`src/rtl/pulse_meter_pkg.sv`:
```
// Shared types and defaults for the pulse_meter block and its counter.
package pulse_meter_pkg;

  localparam int unsigned PM_CNT_W = 24;

  typedef enum logic [1:0] {
    PM_IDLE = 2'd0,
    PM_HIGH = 2'd1,
    PM_LOW  = 2'd2
  } pm_state_e;

endpackage

```
`src/rtl/sat_counter.sv`:
```
// Cycle counter: synchronous clear, load-to-1, saturating increment, async reset.
module sat_counter
  import pulse_meter_pkg::*;
#(
  parameter int unsigned CNT_W = PM_CNT_W
) (
  input  logic             clk,
  input  logic             rst_n,
  input  logic             clr,
  input  logic             load,
  input  logic             inc,
  output logic [CNT_W-1:0] q
);

  logic [CNT_W-1:0] q_d;

  always_comb begin
    q_d = q;
    if (clr) begin
      q_d = '0;
    end else if (load) begin
      q_d = CNT_W'(1);
    end else if (inc && (q != '1)) begin
      q_d = q + CNT_W'(1);
    end
  end

  always_ff @(posedge clk or negedge rst_n) begin
    if (!rst_n) begin
      q <= '0;
    end else begin
      q <= q_d;
    end
  end

endmodule

```
`src/rtl/pulse_meter.sv`:
```
// High-time / period meter fed by edge strobes, with a valid/ready result holding register.
// Define PULSE_METER_TIMEOUT_EN to enable stall detection against TIMEOUT.
module pulse_meter
  import pulse_meter_pkg::*;
#(
  parameter int unsigned      CNT_W   = PM_CNT_W,
  parameter logic [CNT_W-1:0] TIMEOUT = {CNT_W{1'b1}}
) (
  input  logic             clk,
  input  logic             rst_n,
  input  logic             enable,
  input  logic             seq_posedge,
  input  logic             seq_negedge,
  output logic [CNT_W-1:0] meas_high,
  output logic [CNT_W-1:0] meas_period,
  output logic             meas_valid,
  input  logic             meas_ready,
  output logic             overrun,
  output logic             timeout
);

  pm_state_e        state_q, state_d;
  logic [CNT_W-1:0] cnt;
  logic [CNT_W-1:0] high_cap_q, high_cap_d;
  logic             pos, neg, stall;
  logic             load, inc, clr, produce;
  logic             valid_d, overrun_d;

  // Coincident strobes cancel each other out.
  assign pos = enable & seq_posedge & ~seq_negedge;
  assign neg = enable & seq_negedge & ~seq_posedge;

`ifdef PULSE_METER_TIMEOUT_EN
  assign stall = enable && (state_q != PM_IDLE) && (cnt == TIMEOUT);
`else
  assign stall = 1'b0;
  logic unused_timeout;
  assign unused_timeout = ^TIMEOUT;
`endif

  always_comb begin
    state_d    = state_q;
    high_cap_d = high_cap_q;
    load       = 1'b0;
    produce    = 1'b0;
    if (!enable || stall) begin
      state_d = PM_IDLE;
    end else begin
      unique case (state_q)
        PM_IDLE: begin
          if (pos) begin
            state_d = PM_HIGH;
            load    = 1'b1;
          end
        end
        PM_HIGH: begin
          if (pos) begin
            load = 1'b1;
          end else if (neg) begin
            state_d    = PM_LOW;
            high_cap_d = cnt;
          end
        end
        PM_LOW: begin
          if (pos) begin
            state_d = PM_HIGH;
            load    = 1'b1;
            produce = 1'b1;
          end
        end
        default: state_d = PM_IDLE;
      endcase
    end
  end

  assign inc = (state_q == PM_HIGH) || (state_q == PM_LOW);
  assign clr = ~enable | stall;

  always_comb begin
    valid_d = meas_valid;
    if (produce) begin
      valid_d = 1'b1;
    end else if (meas_valid && meas_ready) begin
      valid_d = 1'b0;
    end
  end

  // A result accepted in the same cycle it is replaced is not an overrun.
  assign overrun_d = produce & meas_valid & ~meas_ready;

  sat_counter #(
    .CNT_W(CNT_W)
  ) u_cnt (
    .clk  (clk),
    .rst_n(rst_n),
    .clr  (clr),
    .load (load),
    .inc  (inc),
    .q    (cnt)
  );

  always_ff @(posedge clk or negedge rst_n) begin
    if (!rst_n) begin
      state_q     <= PM_IDLE;
      high_cap_q  <= '0;
      meas_high   <= '0;
      meas_period <= '0;
      meas_valid  <= 1'b0;
      overrun     <= 1'b0;
      timeout     <= 1'b0;
    end else begin
      state_q    <= state_d;
      high_cap_q <= high_cap_d;
      meas_valid <= valid_d;
      overrun    <= overrun_d;
      timeout    <= stall;
      if (produce) begin
        meas_high   <= high_cap_q;
        meas_period <= cnt;
      end
    end
  end

endmodule
```
`config.mk`:
```
export PLATFORM = sky130hd
export DESIGN_NAME = pulse_meter
export DESIGN_NICKNAME = d
export VERILOG_FILES = /design/src/rtl/pulse_meter_pkg.sv /design/src/rtl/sat_counter.sv /design/src/rtl/pulse_meter.sv
export SDC_FILE = /design/constraint.sdc
export NUM_CORES = 1
export LEC_CHECK = 0
export BUFFER_PORTS_ARGS = -buffer_cell sky130_fd_sc_hd__buf_2
export CORE_ASPECT_RATIO = 1.4
export CORE_MARGIN = 2
export CORE_UTILIZATION = 25
export DETAILED_ROUTE_END_ITERATION = 6
export SLEW_MARGIN = 20
export SYNTH_ARGS = -nofsm -noshare
export SYNTH_HDL_FRONTEND = slang
export SYNTH_SLANG_ARGS = --single-unit
```
`constraint.sdc`:
```
create_clock -name clk -period 2.3 [get_ports clk]
set_clock_uncertainty 0.2 [all_clocks]
set_input_delay 0.23 -clock clk [delete_from_list [all_inputs] [get_ports clk]]
set_output_delay 0.23 -clock clk [all_outputs]
set_load 0.05 [all_outputs]
```
==> flow_metrics.py <==
metrics = {
    "pwr": {
        "ir_drop_uv": 278,
        "power_density_nw_per_um2": 690,
        "leakagePower_nw": 2.62,
        "power.total_mw": 3.62,
    },
    "yosys": {
        "yosys_warnings": 0,
        "synthCells": 336,
        "synth_nets": 347,
        "yosys.cell_types.count": 52,
        "synth_top_area_cell": "dfrtp_1",
        "synth_ff_type": "dfrtp_1",
        "synth_edf_count": 0,
        "syn-cell-area_sq_um": 4380,
        "synth_seq_cells": 100,
        "avgSynthCellArea_sq_um": 13.0,
        "synth.top_cell.area_share_pct": 57.2,
        "yosysSeqAreaShare_pct": 57.2,
        "async_flop_share_pct": 100,
        "yosys-top-cells-area": "dfrtp_1 (57%), mux2_2 (17%), nand2_1 (1.9%), xor2_1 (1.6%), nor2_1 (1.5%)",
    },
    "route": {
        "drt_iter0_drc": 167,
        "drtAntennaViolNets": 0,
        "detail_route.wl_per_cell_microns": 14.9,
        "drt-total-wl_microns": 9510,
        "vias": 2822,
        "firstDrtPassIters": 4,
        "via_per_inst": 4.42,
        "drc": 0,
    },
    "final_layout": {
        "drive_gt1_share_pct": 40.8,
        "antenna_cells": 0,
        "final_core_util_pct": 30.4,
        "register_area_sq_um": 2500,
        "final_area_sq_um": 5240,
        "fillers": 1815,
        "area_growth_pct": 19.7,
        "nets": 408,
        "multi_input_area_sq_um": 1750,
    },
    "sta": {
        "fmax_ghz": 0.475,
        "setup_viol": 0,
        "tns_ns": 0,
        "drv_slew": 0,
        "worst_pin_slew_ns": 0.593,
        "rsz0062_at_grt": "false",
        "hold_viol": 0,
        "finalCritPeriodShare_pct": 91.5,
        "worst_slew_margin_rel_pct": 60.5,
        "finalCriticalPeriod_ns": 2.10,
    },
    "critical_path": {
        "rr_startpoint": "u_cnt.q[0]",
        "startpoint": "u_cnt.q[0]",
        "arrival_ns": 2.17,
        "required_ns": 2.36,
        "startpoint_type": "flip-flop",
        "crit_end": "u_cnt.q[19]",
        "regToRegSetupSlack_ns": 0.20,
        "setup.worst_path.end_class": "flip-flop",
        "r2r_cells": 6,
        "r2r-end": "u_cnt.q[19]",
        "crit_fanout": 13,
        "critPathKind": "flip-flop to flip-flop",
    },
    "global_route": {
        "track_usage_pct": 11.0,
        "grt_pass1_vias": 2977,
        "grt_max_degree": 53,
        "antenna_found_initial": 0,
        "grt_pass1_wl_microns": 15900,
        "gr-total-overflow": 0,
    },
    "cts": {
        "cts-root-buf": "clkbuf_16",
        "cts_tree": "yes",
        "ctsResizeCount": 0,
        "insertion_delay_ns": 0.34,
        "cts_buffers": 9,
        "clock_path_buffers": 2,
        "cts_sinks": 100,
        "cts_hold_buffers": 2,
        "cts_setup_buffers": 0,
        "cts_max_level": 3,
        "clk_pin_slew_ns": 0.07,
    },
    "floorplanning": {
        "ioPinCount": 57,
        "start_util_pct": 25.4,
        "die_w_microns": 116,
        "dieArea_sq_um": 18600,
        "core_area_sq_um": 17300,
        "num_rows": 57,
        "fp.dieH_microns": 161,
    },
    "placed_design": {
        "gp_congestion": 0.816,
        "port_buffers": 55,
        "place_hpwl_microns": 6780,
        "dpl_cell_area_sq_um": 4930,
    },
    "flow_run": {
        "maxCapViolCount": 0,
    },
    "run_status": {
        "outcome": "completed",
    },
    "min_path": {
        "hp-class": "primary input to flip-flop",
    },
}
metal layers:
layer / GRT usage [%] / up-vias / routed length, microns / share of wire, %
li1: - / 1326 / - / -
met1: 13.7 / 1447 / 4070 / 43
met2: 18.8 / 39 / 5010 / 53
met3: 2.11 / 10 / 283 / 3.0
met4: 4.06 / 0 / 147 / 1.5
met5: 0 / - / 0 / 0
where the power goes:
part / internal, mW / switching, mW / total, mW
clock network: 0.844 / 0.648 / 1.49
registers: 1.80 / 0.0398 / 1.84
logic: 0.0949 / 0.194 / 0.289
Yosys cell counts (2+ instances only):
master    number
nand2_1       22
o41ai_1        2
nand2b_1       3
and4_1         3
o211ai_1       4
a31oi_1        2
and2_2         2
mux2_2        68
nor2_1        17
and3_1         4
dfrtp_1      100
buf_6          4
inv_1          6
ha_1           5
clkbuf_1       8
and4_2         3
xnor2_1        4
nor4_1         3
mux2i_1        2
nand4_1       10
a311oi_1       2
nand4b_1       2
xor2_1         8
o21ai_0       11
nor3_1         2
nand3_1        7
a21oi_1        5
and3_2         3
cell usage in the layout, fill, tap and decap left out, types with 2 or more instances in the layout:
cell           count
a21oi_1            5
a311oi_1           2
a31oi_1            2
and2_2             2
and3_1             4
and3_2             3
and4_1             3
and4_2             3
buf_12             2
buf_2             54
buf_4              7
clkbuf_16          9
clkinv_2           2
clkinvlp_4         2
dfrtp_1          100
dlygate4sd3_1      2
ha_1               5
inv_1              6
mux2_2            68
mux2i_1            2
nand2_1           22
nand2b_1           3
nand3_1            7
nand4_1           10
nand4b_1           2
nor2_1            17
nor3_1             2
nor4_1             3
o211ai_1           4
o21ai_0           11
o41ai_1            2
xnor2_1            4
xor2_1             8
final cells by class:
type                    instances  share of cell area (%)
flip-flops and latches        100                    47.7
clock buffers                  10                    4.37
clock inverters                 6                    1.22
inverters                       6                   0.430
repair buffers                 65                    7.30
well taps                     236                    5.63
multi-input cells             215                    33.3
worst min-delay path by stage:
stage                       from       endpoint  slack (ns)  cells after the start
after floorplan            rst_n  high_cap_q[0]       -0.27                      0
after global placement     rst_n        overrun        0.08                      1
after detailed placement   rst_n     meas_valid        0.08                      1
after CTS                 enable     u_cnt.q[0]       0.005                      3
after global routing      enable     u_cnt.q[0]        0.02                      3
final                     enable     u_cnt.q[0]        0.02                      3
worst max-delay path, stage by stage, from the launching register on:
cell	delay, ns
dfrtp_1	0.44
ha_1	0.27
and3_2	0.22
nand4_2	0.15
o21ai_4	0.13
or3_2	0.47
a21oi_1	0.15
logic make-up after synthesis:
kind of cell,after synthesis,share of synthesized area (%)
AOI/OAI and AO/OA,32,4.92
xor gates and xnor gates,12,2.40
adders and majority gates,5,1.43
buffers and inverters,21,2.97
DFF,100,57.2
muxes,70,17.9
other,1,0.0857
and+or+nand+nor,95,13.1
registers in the layout, indices dropped and copies added, names as in the netlist:
register,count
meas_valid,1
meas_period,24
u_cnt.q,24
state_q,2
overrun,1
meas_high,24
high_cap_q,24
stage by stage:
stage	hold WS, ns	cells	setup WS, ns
floorplan	-0.266	336	0.364
global placement	0.0760	620	0.258
detailed placement	0.0800	620	0.214
CTS	0.00540	638	0.188
global route	0.0216	638	0.0641
finish	0.0180	638	0.196
Note: power is estimated with default switching activity, not from simulation.
